===== config.mk =====
export PLATFORM = sky130hd
export DESIGN_NAME = sfx_sequencer
export DESIGN_NICKNAME = d
export VERILOG_FILES = /design/src/rtl/sfx_sequencer.sv
export SDC_FILE = /design/constraint.sdc
export NUM_CORES = 1
export LEC_CHECK = 0
export ABC_CLOCK_PERIOD_IN_PS = 4200
export BUFFER_PORTS_ARGS = -buffer_cell sky130_fd_sc_hd__buf_2
export CORE_ASPECT_RATIO = 1.2
export CORE_MARGIN = 5
export CORE_UTILIZATION = 54
export CTS_BUF_LIST = sky130_fd_sc_hd__clkbuf_8
export CTS_CLUSTER_DIAMETER = 50
export DETAILED_ROUTE_END_ITERATION = 16
export HOLD_SLACK_MARGIN = 0.06
export PLACE_DENSITY = 0.81
export SLEW_MARGIN = 20
export SYNTH_ARGS = -nofsm -noshare
export SYNTH_HDL_FRONTEND = slang
export SYNTH_SLANG_ARGS = --single-unit

===== constraint.sdc =====
create_clock -name clk -period 4.2 [get_ports clk]
set_input_delay 0.42 -clock clk [delete_from_list [all_inputs] [get_ports clk]]
set_output_delay 0.42 -clock clk [all_outputs]
set_load 0.05 [all_outputs]

===== src/rtl/sfx_sequencer.sv =====
`default_nettype none
// ============================================================================
//  Module   : sfx_sequencer
//  Purpose  : Control stage for the SN76477 sound core. A trigger plays a
//             canned effect: a ROM sequence of timed steps, each driving the
//             SN76477 parameter inputs with an optional linear VCO sweep.
//  Revision : 1.0 - initial release
// ============================================================================
module sfx_sequencer #(
    parameter int TICK_DIV  = 25000,  // clk cycles per sequencer tick
    parameter int LASER_DUR = 80      // laser step length in ticks (1..1023)
) (
    input  logic        clk,
    input  logic        reset,
    input  logic        trigger,
    input  logic [1:0]  effect_sel,
    output logic [11:0] lfo_freq,
    output logic [11:0] noise_freq,
    output logic [11:0] vco_freq,
    output logic        vco_select,
    output logic        noise_select,
    output logic [3:0]  lfo_shift,
    output logic [2:0]  mixer,
    output logic        gate,
    output logic        busy,
    output logic        done
);

    localparam int TW = (TICK_DIV > 1) ? $clog2(TICK_DIV) : 1;
    localparam logic [TW-1:0] c_tick_last = TW'(TICK_DIV - 1);

    localparam logic [0:0] c_st_idle = 1'b0;
    localparam logic [0:0] c_st_play = 1'b1;

    logic [0:0]    r_state, w_state_next;
    logic [TW-1:0] r_tick_cnt;
    logic [9:0]    r_dur_cnt;
    logic [1:0]    r_step;
    logic [1:0]    r_effect;
    logic [9:0]    r_delta;
    logic          r_last;
    logic          r_done;

    logic          w_tick, w_load, w_sweep, w_finish;
    logic [1:0]    w_rom_eff, w_rom_step;

    // ROM step fields
    logic [11:0]   w_rom_vco, w_rom_noise, w_rom_lfo;
    logic [9:0]    w_rom_delta, w_rom_dur;
    logic          w_rom_vsel, w_rom_nsel, w_rom_last;
    logic [3:0]    w_rom_shift;
    logic [2:0]    w_rom_mix;

    logic signed [13:0] w_vco_sum;
    logic [11:0]        w_vco_sat;

    assign w_tick = (r_tick_cnt == c_tick_last);

    // A trigger always addresses step 0 of the new effect; otherwise the ROM
    // looks one step ahead so the next step can load on the ending tick.
    assign w_rom_eff  = trigger ? effect_sel : r_effect;
    assign w_rom_step = trigger ? 2'd0 : (r_step + 2'd1);

    // Effect ROM: (vco, delta, noise, lfo, vsel, nsel, shift, mix, dur, last)
    always_comb begin
        w_rom_vco   = 12'd0;
        w_rom_delta = 10'd0;
        w_rom_noise = 12'd0;
        w_rom_lfo   = 12'd0;
        w_rom_vsel  = 1'b0;
        w_rom_nsel  = 1'b0;
        w_rom_shift = 4'd0;
        w_rom_mix   = 3'd0;
        w_rom_dur   = 10'd1;
        w_rom_last  = 1'b1;
        case ({w_rom_eff, w_rom_step})
            4'b00_00: begin  // laser
                w_rom_vco   = 12'd800;
                w_rom_delta = 10'h3F8;  // -8
                w_rom_mix   = 3'd1;
                w_rom_dur   = 10'(LASER_DUR);
            end
            4'b01_00: begin  // explosion, rumble
                w_rom_noise = 12'd90;
                w_rom_nsel  = 1'b1;
                w_rom_mix   = 3'd2;
                w_rom_dur   = 10'd200;
                w_rom_last  = 1'b0;
            end
            4'b01_01: begin  // explosion, tail
                w_rom_noise = 12'd200;
                w_rom_nsel  = 1'b1;
                w_rom_mix   = 3'd2;
                w_rom_dur   = 10'd300;
            end
            4'b10_00: begin  // siren
                w_rom_vco   = 12'd250;
                w_rom_lfo   = 12'd1000;
                w_rom_vsel  = 1'b1;
                w_rom_shift = 4'd1;
                w_rom_mix   = 3'd1;
                w_rom_dur   = 10'd500;
            end
            4'b11_00: begin  // blip, low
                w_rom_vco   = 12'd400;
                w_rom_mix   = 3'd1;
                w_rom_dur   = 10'd20;
                w_rom_last  = 1'b0;
            end
            4'b11_01: begin  // blip, mid
                w_rom_vco   = 12'd600;
                w_rom_mix   = 3'd1;
                w_rom_dur   = 10'd20;
                w_rom_last  = 1'b0;
            end
            4'b11_10: begin  // blip, high
                w_rom_vco   = 12'd800;
                w_rom_mix   = 3'd1;
                w_rom_dur   = 10'd20;
            end
            default: ;
        endcase
    end

    // Sweep arithmetic with clamping to the 12-bit range instead of wrapping
    assign w_vco_sum = $signed({2'b00, vco_freq}) + $signed({{4{r_delta[9]}}, r_delta});
    always_comb begin
        w_vco_sat = w_vco_sum[11:0];
        if (w_vco_sum < 14'sd0)
            w_vco_sat = 12'd0;
        else if (w_vco_sum > 14'sd4095)
            w_vco_sat = 12'd4095;
    end

    // State register
    always_ff @(posedge clk) begin
        if (reset)
            r_state <= c_st_idle;
        else
            r_state <= w_state_next;
    end

    // Next-state and step-control decode; retrigger wins over a step end
    always_comb begin
        w_state_next = r_state;
        w_load       = 1'b0;
        w_sweep      = 1'b0;
        w_finish     = 1'b0;
        case (r_state)
            c_st_idle: begin
                if (trigger) begin
                    w_load       = 1'b1;
                    w_state_next = c_st_play;
                end
            end
            c_st_play: begin
                if (trigger) begin
                    w_load = 1'b1;
                end else if (w_tick) begin
                    if (r_dur_cnt == 10'd0) begin
                        if (r_last) begin
                            w_finish     = 1'b1;
                            w_state_next = c_st_idle;
                        end else begin
                            w_load = 1'b1;
                        end
                    end else begin
                        w_sweep = 1'b1;
                    end
                end
            end
            default: w_state_next = c_st_idle;
        endcase
    end

    // Step datapath: load ROM fields, run tick/duration counters, apply sweep
    always_ff @(posedge clk) begin
        if (reset) begin
            r_tick_cnt   <= '0;
            r_dur_cnt    <= 10'd0;
            r_step       <= 2'd0;
            r_effect     <= 2'd0;
            r_delta      <= 10'd0;
            r_last       <= 1'b0;
            r_done       <= 1'b0;
            vco_freq     <= 12'd0;
            noise_freq   <= 12'd0;
            lfo_freq     <= 12'd0;
            vco_select   <= 1'b0;
            noise_select <= 1'b0;
            lfo_shift    <= 4'd0;
            mixer        <= 3'd0;
        end else begin
            r_done <= w_finish;
            if (w_load) begin
                r_tick_cnt   <= '0;
                r_dur_cnt    <= w_rom_dur - 10'd1;
                r_step       <= w_rom_step;
                r_effect     <= w_rom_eff;
                r_delta      <= w_rom_delta;
                r_last       <= w_rom_last;
                vco_freq     <= w_rom_vco;
                noise_freq   <= w_rom_noise;
                lfo_freq     <= w_rom_lfo;
                vco_select   <= w_rom_vsel;
                noise_select <= w_rom_nsel;
                lfo_shift    <= w_rom_shift;
                mixer        <= w_rom_mix;
            end else if (r_state == c_st_play) begin
                r_tick_cnt <= w_tick ? '0 : (r_tick_cnt + 1'b1);
                if (w_sweep) begin
                    r_dur_cnt <= r_dur_cnt - 10'd1;
                    vco_freq  <= w_vco_sat;
                end
            end
        end
    end

    assign gate = (r_state == c_st_play);
    assign busy = gate;
    assign done = r_done;

endmodule
`default_nettype wire


### After elaboration in Yosys (flattened, before gate mapping)

Index checks and enable logic that the tools add are counted.

* reduce and logical (&&, ||, !) cells: 12
* equality and inequality tests: 7
* magnitude comparators: 2
* bitwise logic cells: 3
* $add $sub $neg: 5
* mux-type cells: 36

Operators with widths (count)
* $mux 12: 5
* $mux 10: 5
* $pmux 9 s5: 1
* $pmux 10 s4: 1
* $sub 10x1->10 const B: 2
* $mux 1: 17
* $eq 4x4->1 const B: 4
* $pmux 8 s2: 1
* $add 15x1->15 const B: 1
* $eq 15x15->1 const B: 1
* $mux 15: 1
* $add 13x10->14: 1
* $gt 14x13->1 const B: 1
* $lt 14x1->1 const B: 1
* $logic_not 10->1: 1
* $reduce_or 5->1: 2
* $eq 4x3->1 const B: 2
* $reduce_or 2->1: 3
* $reduce_or 3->1: 2
* $logic_not 4->1: 1
* $mux 2: 2
* $pmux 1 s2: 2
* $pmux 2 s2: 1
* $reduce_bool 2->1: 2
* other kinds (3): 5

* input bits: 5
* word-level logic and storage cells: 80
* register bits after elaboration: 87

### Logic depth before layout (Yosys ltp)

* depth after elaboration: 8
* depth in mapped cells: 15

### Worst setup path after synthesis

OpenSTA, ideal clock, no wires.

* path kind: register to register
* start: register r_tick_cnt[0]
* end: register r_dur_cnt[8]
* path buffers: 3
* library setup time: 71 ps
* data required time: 4129 ps
* data arrival time: 3258 ps
* period minus slack after synthesis: 3328 ps
* cell stages (with the launch flop): 15
* path slack: 872 ps
* cell sequence: dfxtp_1 ha_1 or4bb_1 or4_1 buf_2 o31a_1 buf_6 buf_6 a21oi_2 ha_1 nand2_1 nor3_1 a41oi_1 a21o_1 a21oi_1

* longest elaborated chain between the ends: 6

RTL lines
* start: declaration: RTL line 36 `logic [TW-1:0] r_tick_cnt;`
* start signal: assignment: RTL line 210 `r_tick_cnt <= w_tick ? '0 : (r_tick_cnt + 1'b1);`
* $eq 15x15->1 (*): RTL line 57 `assign w_tick = (r_tick_cnt == c_tick_last);`
* $mux 1: RTL line 159 `end else if (w_tick) begin`
* $mux 1: RTL line 157 `if (trigger) begin`
* $pmux 1 s2 or $mux 1 (tied branches): RTL line 149 `case (r_state)`
* $reduce_bool 2->1 (no line)
* $reduce_and 2->1 (no line)
* end signal: assignment: RTL line 197 `r_dur_cnt <= w_rom_dur - 10'd1;`
* end signal: assignment: RTL line 212 `r_dur_cnt <= r_dur_cnt - 10'd1;`
* end: declaration: RTL line 37 `logic [9:0] r_dur_cnt;`

Mark *: on every way between the ends. The rest lies on a longest branch, timed or not.
A chain may end at the register's enable or synchronous reset.

### Worst setup path in the final report

* start: register r_tick_cnt[0]
* end: register r_dur_cnt[6]

Same word-level chain as after synthesis.

==> qor.csv <==
stage;metric;value;unit
final_layout;antenna_cells;0;
clock_tree;cts-resized-gates;0;
routing;post_drt_wl_per_cell;14.09;um
yosys;yosys-top-cells-area;dfxtp_1 (30%), buf_4 (6.6%), nor2_1 (5.7%), ha_1 (4.6%), nand2_1 (4.4%);
power_and_ir_drop;p_int;0.7490;mW
clock_tree;htreeDepth;2;
final_layout;nFillCells;587;
sta;final.setup.tns;0;ns
routing;drcViolationCount;0;
final_layout;drive_gt1_frac;0.1297;
power_and_ir_drop;seq_power_share;0.463;
setup_path;reg2reg_depth;12;
die;rows;31;
sta;drv_slew;0;
power_and_ir_drop;p_total;1.133;mW
sta;worst_slew_margin_rel;0.4790;
power_and_ir_drop;peakVddDrop;0.3189;mV
clock_tree;insertion_delay;0.31;ns
placement;io_buffers;35;
routing;ant_nets;0;
grt;grt_pass1_wl;12.06;mm
die;start_util;0.5522;
power_and_ir_drop;clkPwrFrac;0.283;
yosys;synth_top_area_share;0.3035;
power_and_ir_drop;p_leak;1.387;nW
yosys;syn-cell-area;3298;sq um
sta;rsz0062_at_grt;no;
power_and_ir_drop;p_comb_frac;0.253;
sta;fmax;262.4;MHz
yosys;syn-instance-count;417;
yosys;synth-edff-count;0;
setup_path;critPathTopFamily;simple AND/OR/NAND/NOR gates;
grt;grtUsageTotal;0.1949;
clock_tree;root_buffer;clkbuf_8;
yosys;synth_top_area_cell;dfxtp_1;
routing;route.vias.total;2890;
setup_path;path_cells;ha_1 -> or4bb_1 -> or4_1 -> o31a_1 -> a21oi_2 -> ha_1 -> nand2_1 -> nor3_1 -> nand2_1 -> a21oi_1 -> o21ai_0 -> a21oi_1;
clock_tree;cts_hold_buf;0;
setup_path;arrival;4.05;ns
sta;timing_hold_violations_final;0;
die;die_area;7777;sq um
hold_path;hold_depth;3;
setup_path;crit_end;r_dur_cnt[6];
setup_path;cp-start-kind;flip-flop;
yosys;syn_avg_cell_area;7.909;sq um
setup_path;cp.required;4.44;ns
routing;dr.pass1.iters;4;
setup_path;r2r_end;r_dur_cnt[6];
power_and_ir_drop;p_sw;0.3841;mW
grt;grt_pass1_vias;2666;
placement;gp_congestion;0.8318;
grt;grt-ovfl-total;0;
clock_tree;cts_sinks;50;
grt;antenna_found_initial;0;
run;cap_violations;0;
yosys;ys_seq_area_frac;0.3035;
yosys;synth-async-reset-ratio;0;
final_layout;nNetsFinal;441;
clock_tree;post-cts-setup-buffer-count;0;
routing;first_iter_violations;200;
clock_tree;cts_buffer_depth;2;
grt;grt_max_degree;38;
die;core_area;5973;sq um
die;die_w;81.34;um
die;pin_count;53;
clock_tree;clk_pin_slew_worst_paths;0.09;ns
sta;finalCritPeriodShare;0.9075;
setup_path;r2r-start;r_tick_cnt[0];
placement;dp_hpwl;5.277;mm
routing;drt_wl_total;7.130;mm
setup_path;worst-path-max-fanout;18;
setup_path;cpPeakStageDelay;0.64;ns
hold_path;hold_class;input port to flip-flop;
power_and_ir_drop;power_density;332.7;nW/um^2
yosys;ys.flop_type;dfxtp_1;
sta;finClkSkew;0.007959;ns
power_and_ir_drop;swShare;0.3390;
yosys;synth_cell_types;61;
setup_path;cp_slowest_cell;or4_1;
die;die_y;95.61;um
run_status;status;completed;
final_layout;syn_to_final_growth;3.263;%
yosys;ys_warn_count;0;
setup_path;crit_cells;12;
setup_path;cp_num_buf_inv;0;
setup_path;endpoint_kind;flip-flop;
routing;via_per_inst;5.711;
sta;setup_viol;0;
clock_tree;cts_tree;built;
sta;fin_crit;3.812;ns
sta;worst_slew_pin_slew;0.7760;ns
yosys;synth-seq-cells;50;
setup_path;crit_path_start;r_tick_cnt[0];
clock_tree;cts-buffers-inserted;5;
setup_path;regToRegSetupSlack;0.39;ns
setup_path;critPathKind;flip-flop to flip-flop;
## final cells by class
class | count | area [sq um] | share of cell area
clock buffer | 8 | 110.1 | 0.03233
inverter | 6 | 22.52 | 0.006613
multi-input combinational | 323 | 1979 | 0.5812
sequential | 50 | 1001 | 0.2939
tap | 82 | 102.6 | 0.03012
timing repair buffer | 37 | 190.2 | 0.05584
## routing by layer
metal / track usage / share of wire / vias to the layer above
li1: - / - / 1449
met1: 0.2410 / 0.44 / 1353
met2: 0.3240 / 0.49 / 72
met3: 0.03497 / 0.043 / 16
met4: 0.09155 / 0.027 / 0
met5: 0 / 0 / -
## kinds of logic (layout without fill, tap and decap cells)
group,count (synthesis),in the layout,synth area share
buf+inv,60,51,0.1146
simple gates,160,160,0.2409
mux,3,3,0.009105
compound gates,106,106,0.2155
xor+xnor,24,24,0.06374
fa+ha+maj,13,13,0.05159
other cells,1,17,0.001137
flops,50,50,0.3035
## cell usage after synthesis (all sizes together), types with 5 or more instances
| library cell | instances |
|---|---|
| a211oi | 16 |
| nor3 | 12 |
| and3 | 5 |
| or4 | 5 |
| buf | 41 |
| nand3 | 9 |
| o21a | 5 |
| ha | 12 |
| nand2 | 39 |
| o21ai | 26 |
| dfxtp | 50 |
| clkbuf | 13 |
| inv | 5 |
| nor2 | 51 |
| nand2b | 7 |
| nor4 | 5 |
| xnor2 | 9 |
| xor2 | 15 |
| a21oi | 30 |
## worst reg2reg max path, stage by stage, from the launching register on
cell and delay [ns]:
dfxtp_1 0.43, ha_1 0.26, or4bb_1 0.43, or4_1 0.64
o31a_1 0.51, a21oi_2 0.25, ha_1 0.26, nand2_1 0.12
nor3_1 0.36, nand2_1 0.11, a21oi_1 0.16, o21ai_0 0.09
a21oi_1 0.14
## stage by stage
| stage | worst slack, ns | hold WS, ns | instance area, sq um | utilization | instances |
|---|---|---|---|---|---|
| global placement | 0.6162 | 0.4532 | 3296 | 0.5517 | 498 |
| global route | 0.1292 | 0.4618 | 3406 | 0.5702 | 506 |
| CTS | 0.4385 | 0.4477 | 3406 | 0.5702 | 506 |
| finish | 0.3884 | 0.4606 | 3406 | 0.5702 | 506 |
| detailed placement | 0.4810 | 0.4624 | 3296 | 0.5517 | 498 |
| floorplan | 0.8715 | 0.4570 | 3358 | - | 433 |
## state kept, by name (all words and copies together) (netlist names), 2 cells and up
register / cells
r_tick_cnt: 15
r_effect: 2
r_dur_cnt: 10
vco_freq: 11
r_step: 2
noise_freq: 3
mixer: 2
## power groups by stage
stage                     Clock [mW]  Sequential, mW  Combinational, mW
after floorplan                    0           0.564              0.230
after global placement             0           0.534              0.279
after detailed placement           0           0.535              0.284
after CTS                      0.332           0.524              0.286
after global routing           0.357           0.529              0.312
final                          0.321           0.525              0.287
## how the worst min path moves through the flow
stage | from | slack (ns) | end
after global routing | effect_sel[1] | 0.46 | r_effect[1]
after CTS | effect_sel[1] | 0.45 | r_effect[1]
after global placement | noise_freq[4] | 0.45 | noise_freq[4]
after detailed placement | noise_freq[4] | 0.46 | noise_freq[4]
after floorplan | r_dur_cnt[9] | 0.46 | r_dur_cnt[9]
final | effect_sel[1] | 0.46 | r_effect[1]
## cell usage in the layout (no fill, tap or decap), drive strengths merged, types with 8 or more instances in the layout
| cell type | count |
|---|---|
| a211oi | 16 |
| a21oi | 30 |
| buf | 37 |
| clkbuf | 8 |
| conb | 17 |
| dfxtp | 50 |
| ha | 12 |
| nand2 | 39 |
| nand3 | 9 |
| nor2 | 51 |
| nor3 | 12 |
| o21ai | 26 |
| xnor2 | 9 |
| xor2 | 15 |
(Power assumes the default switching activity.)
